$ cat src/rtl/pulse_arbiter.sv
// Two-producer pulse arbiter: grants one dav/rfd channel at a time and emits a
// single pulse on out whose length is the granted channel's data word.
module pulse_arbiter #(
  parameter int W = 8
) (
  input  logic         clock,
  input  logic         reset_,
  input  logic         dav_x,
  input  logic [W-1:0] x,
  output logic         rfd_x,
  input  logic         dav_y,
  input  logic [W-1:0] y,
  output logic         rfd_y,
  output logic         out,
  output logic         src
);

  localparam logic [1:0] ST_WAIT    = 2'd0;
  localparam logic [1:0] ST_PULSE   = 2'd1;
  localparam logic [1:0] ST_RELEASE = 2'd2;

  localparam logic [W-1:0] CNT_ONE = W'(1);

  logic [1:0]   state_reg, state_next;
  logic [W-1:0] cnt_reg, cnt_next;
  logic         out_reg, out_next;
  logic         rfd_x_reg, rfd_x_next;
  logic         rfd_y_reg, rfd_y_next;
  logic         src_reg, src_next;
  logic         last_reg, last_next;

  logic         any_req;
  logic         grant_y;
  logic [W-1:0] grant_data;
  logic         granted_dav;

  // On a tie, Y wins only if X was the channel served last.
  assign any_req     = ~dav_x | ~dav_y;
  assign grant_y     = ~dav_y & (dav_x | ~last_reg);
  assign grant_data  = grant_y ? y : x;
  assign granted_dav = src_reg ? dav_y : dav_x;

  always_comb begin
    state_next = state_reg;
    cnt_next   = cnt_reg;
    out_next   = out_reg;
    rfd_x_next = rfd_x_reg;
    rfd_y_next = rfd_y_reg;
    src_next   = src_reg;
    last_next  = last_reg;

    case (state_reg)
      ST_WAIT: begin
        out_next   = 1'b0;
        rfd_x_next = 1'b1;
        rfd_y_next = 1'b1;
        if (any_req) begin
          // A zero-length request still produces a one-cycle pulse.
          cnt_next   = (grant_data == '0) ? CNT_ONE : grant_data;
          src_next   = grant_y;
          out_next   = 1'b1;
          state_next = ST_PULSE;
          if (grant_y) begin
            rfd_y_next = 1'b0;
          end else begin
            rfd_x_next = 1'b0;
          end
        end
      end

      ST_PULSE: begin
        cnt_next = cnt_reg - CNT_ONE;
        if (cnt_reg == CNT_ONE) begin
          out_next   = 1'b0;
          state_next = ST_RELEASE;
        end
      end

      ST_RELEASE: begin
        if (granted_dav) begin
          if (src_reg) begin
            rfd_y_next = 1'b1;
          end else begin
            rfd_x_next = 1'b1;
          end
          last_next  = src_reg;
          state_next = ST_WAIT;
        end
      end

      default: begin
        out_next   = 1'b0;
        rfd_x_next = 1'b1;
        rfd_y_next = 1'b1;
        state_next = ST_WAIT;
      end
    endcase
  end

  always_ff @(posedge clock or negedge reset_) begin
    if (!reset_) begin
      state_reg <= ST_WAIT;
      cnt_reg   <= '0;
      out_reg   <= 1'b0;
      rfd_x_reg <= 1'b1;
      rfd_y_reg <= 1'b1;
      src_reg   <= 1'b0;
      last_reg  <= 1'b1;
    end else begin
      state_reg <= state_next;
      cnt_reg   <= cnt_next;
      out_reg   <= out_next;
      rfd_x_reg <= rfd_x_next;
      rfd_y_reg <= rfd_y_next;
      src_reg   <= src_next;
      last_reg  <= last_next;
    end
  end

  assign out   = out_reg;
  assign rfd_x = rfd_x_reg;
  assign rfd_y = rfd_y_reg;
  assign src   = src_reg;

endmodule

$ cat config.mk
export PLATFORM = sky130hd
export DESIGN_NAME = pulse_arbiter
export DESIGN_NICKNAME = d
export VERILOG_FILES = /design/src/rtl/pulse_arbiter.sv
export SDC_FILE = /design/constraint.sdc
export NUM_CORES = 1
export LEC_CHECK = 0
export ABC_CLOCK_PERIOD_IN_PS = 2700
export CORE_MARGIN = 2
export CORE_UTILIZATION = 25
export CTS_CLUSTER_DIAMETER = 100
export CTS_CLUSTER_SIZE = 16
export DETAILED_ROUTE_END_ITERATION = 16
export SETUP_SLACK_MARGIN = 0.4
export SYNTH_ARGS = -nofsm -noshare
export SYNTH_HDL_FRONTEND = slang
export SYNTH_SLANG_ARGS = --single-unit
export TNS_END_PERCENT = 20
$ cat constraint.sdc
create_clock -name clock -period 2.7 [get_ports clock]
set_clock_uncertainty 0.2 [all_clocks]
set_input_delay 0.54 -clock clock [delete_from_list [all_inputs] [get_ports clock]]
set_output_delay 0.54 -clock clock [all_outputs]
set_load 0.02 [all_outputs]
==> parameters.txt <==
Parameter                              Value

Yosys
  Post-Synthesis Cell Area    977.2 um2
  Mapped Avg Cell Area    roughly 9.7 um2
  Number of enable flip-flop cells after synthesis    0
  Most frequent cell after synthesis    sky130_fd_sc_hd__dfrtp_1
  Syn Nets    approximately 120
  Count of mapped cells out of synthesis    approximately 100
  Fraction of registers with async set/reset    100.0%
  Most common library cells after synthesis    sky130_fd_sc_hd__dfrtp_1 (12), sky130_fd_sc_hd__a21oi_1 (10), sky130_fd_sc_hd__nor2_1 (7)
  Top cell type's share of synthesized area    30.73%
  Synth Register Bits    15
  Primary flip-flop cell chosen by synthesis mapping    sky130_fd_sc_hd__dfrtp_1
  Post-synthesis sequential area ratio    between 30% and 40%
  Library cell occupying the most area in the post-synthesis netlist    sky130_fd_sc_hd__dfrtp_1
  Top cells by area, synth    sky130_fd_sc_hd__dfrtp_1 (31%), sky130_fd_sc_hd__dfstp_2 (8.1%), sky130_fd_sc_hd__a21oi_1 (5.1%)
  Yosys warnings    0
  Number of unique standard cell types used by synthesis    41

STA
  Tightest slew margin relative to the limit    53.73%
  Fin worst setup slack    0.5225 ns
  Final period util    between 80% and 90%
  Number of hold-slack violations in the final timing report    0
  Slew at the pin closest to its max-slew limit    ~0.69 ns
  Final setup viols    0
  FMAX    between 400 and 500 MHz
  RSZ-0062 raised after global routing    false
  Min Clock Period, post-route    roughly 2.2 ns
  Number of slew-limit violations in the final report    0
  Final sum of negative setup slack    0 ns

Clock tree
  Reg clk slew, reported paths    0.06 ns
  Number of buffers created by CTS    3
  Clk Latency, worst-skew pair    ~0.25 ns
  Cell at the root of the clock tree    sky130_fd_sc_hd__clkbuf_8
  Count of cells resized by post-cts repair    0
  Hold buffer count at cts    0
  Maximum level of the CTS H-tree    1
  Clock tree sinks    15
  Post-CTS Setup Repair Bufs    0
  CTS tree    built
  Number of buffers on the longest clock path    2

Place
  Pre-CTS setup slack    0.2588 ns
  # placed instances    170
  Routability-driven placement congestion ratio    roughly 0.9
  Count of buffers inserted at the top-level ports    23
  Post-detail-place hpwl    ~1.8 mm

Worst setup path
  Worst setup path class    input port to flop
  Critical Path Sink Type    flop
  Kind of launch point of the worst setup path    input port
  Critical-path cell list    clkdlybuf4s50_1, nor2b_2, nor2_2, mux2_1, o211a_1
  Slowest cell delay on critical path    0.60 ns
  Worst Path Required    ~2.6 ns
  Arr. time, crit path    2.12 ns
  Maximum fanout encountered on the critical timing path    8
  Buf+Inv Stages, Crit Path    1
  Worst path slowest cell    sky130_fd_sc_hd__clkdlybuf4s50_1
  Family with the most delay on the worst path    buffers and inverters

Floorplan
  Site row count    22
  Die Outline Area    around 4400 um2
  Height of the die    roughly 67 um
  I/O pins    24
  Die width    66.52 um
  Area of the core    approximately 3700 um2
  Starting utilization of the core area    a little over a quarter

Pwr
  Pwr per Cell Area    about 920 nW/um2
  Gate power share    46.2%
  Internal Power    about 0.73 mW
  Switching share of power    around two fifths
  Static leakage power    about 0.5 nW
  Switch Pwr    ~0.46 mW
  Maximum vdd ir drop    about 260 uV
  Portion of total power attributed to the clock network    15.4%
  Power share of the sequential group    38.5%

Finish
  Final core utilization    34.75%
  Area growth from synthesis to layout    32.14%
  Number of flip-flops in the largest register    8
  Ratio of cells with drive above 1 in the final layout    approximately 13%
  Number of inserted filler cells in the final layout    403
  Final standard cell count with taps included and fillers excluded    174
  Final antenna diode count    0
  Number of nets in the finished design    roughly 150

Detailed routing
  Starting DRT DRC Count    73
  Overall routed net length    approximately 2.3 mm
  Antenna-violating nets left    0
  Detailed-route vias per instance    approximately 5.1
  First drt pass iteration count    4
  Routed via count    around 900
  Routed wire per std cell    around 13 um
  Number of design rule violations left after detail routing    0

Global routing
  Remaining global-route overflow    0
  Via count of the first global-routing pass    about 870
  Antenna violations before repair    0
  Global Route Usage Sum    about an eighth
  Largest net degree at the start of global routing    16
  Wire length of the first global-routing pass    approximately 4 mm

Status
  Outcome    complete, no violations

Run
  Maximum Capacitance Violations    0

Hold path
  Min-Delay Path Class    flop to flop
## logic make-up after synthesis
family,after synthesis,share of synthesized area [%]
AOI/OAI and AO/OA,31,22.41
and+or+nand+nor,39,24.46
DFF,15,38.80
xor gates and xnor gates,1,0.8965
muxes,6,6.274
adders and majority gates,2,2.560
buffers and inverters,7,4.609
## power by group through the flow
stage               clock network [mW]  logic, mW  registers, mW
floorplan                            0      0.390          0.451
global placement                     0      0.541          0.455
detailed placement                   0      0.550          0.457
CTS                              0.188      0.550          0.455
global route                     0.199      0.614          0.476
finish                           0.183      0.549          0.458
## worst paths after layout
path / start / to / slack [ns] / cells past startpoint
worst min-delay path: rfd_x / rfd_x / 0.33 / 2
min in group asynchronous: reset_ / src / 0.51 / 1
worst max-delay path: dav_x / cnt_reg[7] / 0.52 / 5
max in group asynchronous: reset_ / cnt_reg[3] / 1.35 / 1
worst max register to register: state_reg[1] / cnt_reg[0] / 0.89 / 4
worst min register to register: rfd_x / rfd_x / 0.33 / 2
## per-stage QoR
step	area, um2	power, mW	hold WS [ns]
floorplan	977.2	0.8405	0.04441
global placement	1245	0.9959	0.3155
detailed placement	1245	1.007	0.3148
CTS	1291	1.194	0.3271
global route	1291	1.289	0.3693
finish	1291	1.189	0.3271
## worst reg2reg max path: stages, from the launching register on
cell,delay (ns)
sky130_fd_sc_hd__dfrtp_1,0.55
sky130_fd_sc_hd__nor2_8,0.19
sky130_fd_sc_hd__nand2_4,0.11
sky130_fd_sc_hd__or4_1,0.51
sky130_fd_sc_hd__o211a_1,0.14
## area by class of cell
type,instances,area [um2],area share [%]
clock inverters,1,5.005,0.3876
repair buffers,24,237.7,18.41
well taps,48,60.06,4.651
clock buffers,3,41.29,3.198
inverters,4,15.01,1.163
multi-input cells,79,553.0,42.83
flip-flops and latches,15,379.1,29.36
## cell usage in the layout (no fill, tap or decap), types with 4 or more instances in the layout
cell type / synthesis / layout
sky130_fd_sc_hd__inv_1: 4 / 4
sky130_fd_sc_hd__a21oi_1: 10 / 10
sky130_fd_sc_hd__nor3_1: 4 / 4
sky130_fd_sc_hd__dfrtp_1: 12 / 12
sky130_fd_sc_hd__clkdlybuf4s50_1: 0 / 23
sky130_fd_sc_hd__nor2_1: 7 / 7
sky130_fd_sc_hd__mux2i_1: 5 / 5
sky130_fd_sc_hd__o21ai_0: 6 / 6
sky130_fd_sc_hd__nand2_1: 6 / 6
## per-layer routing
layer / part of all wire (%) / wire (um) / track usage, % / vias up
met4: 1.7 / 39 / 4.592 / 0
li1: - / - / - / 432
met1: 48 / 1115 / 17.27 / 404
met2: 42 / 982 / 17.50 / 40
met3: 8.8 / 206 / 2.534 / 5
met5: 0 / 0 / 0 / -
No activity file was read; power rests on OpenSTA's default activity.
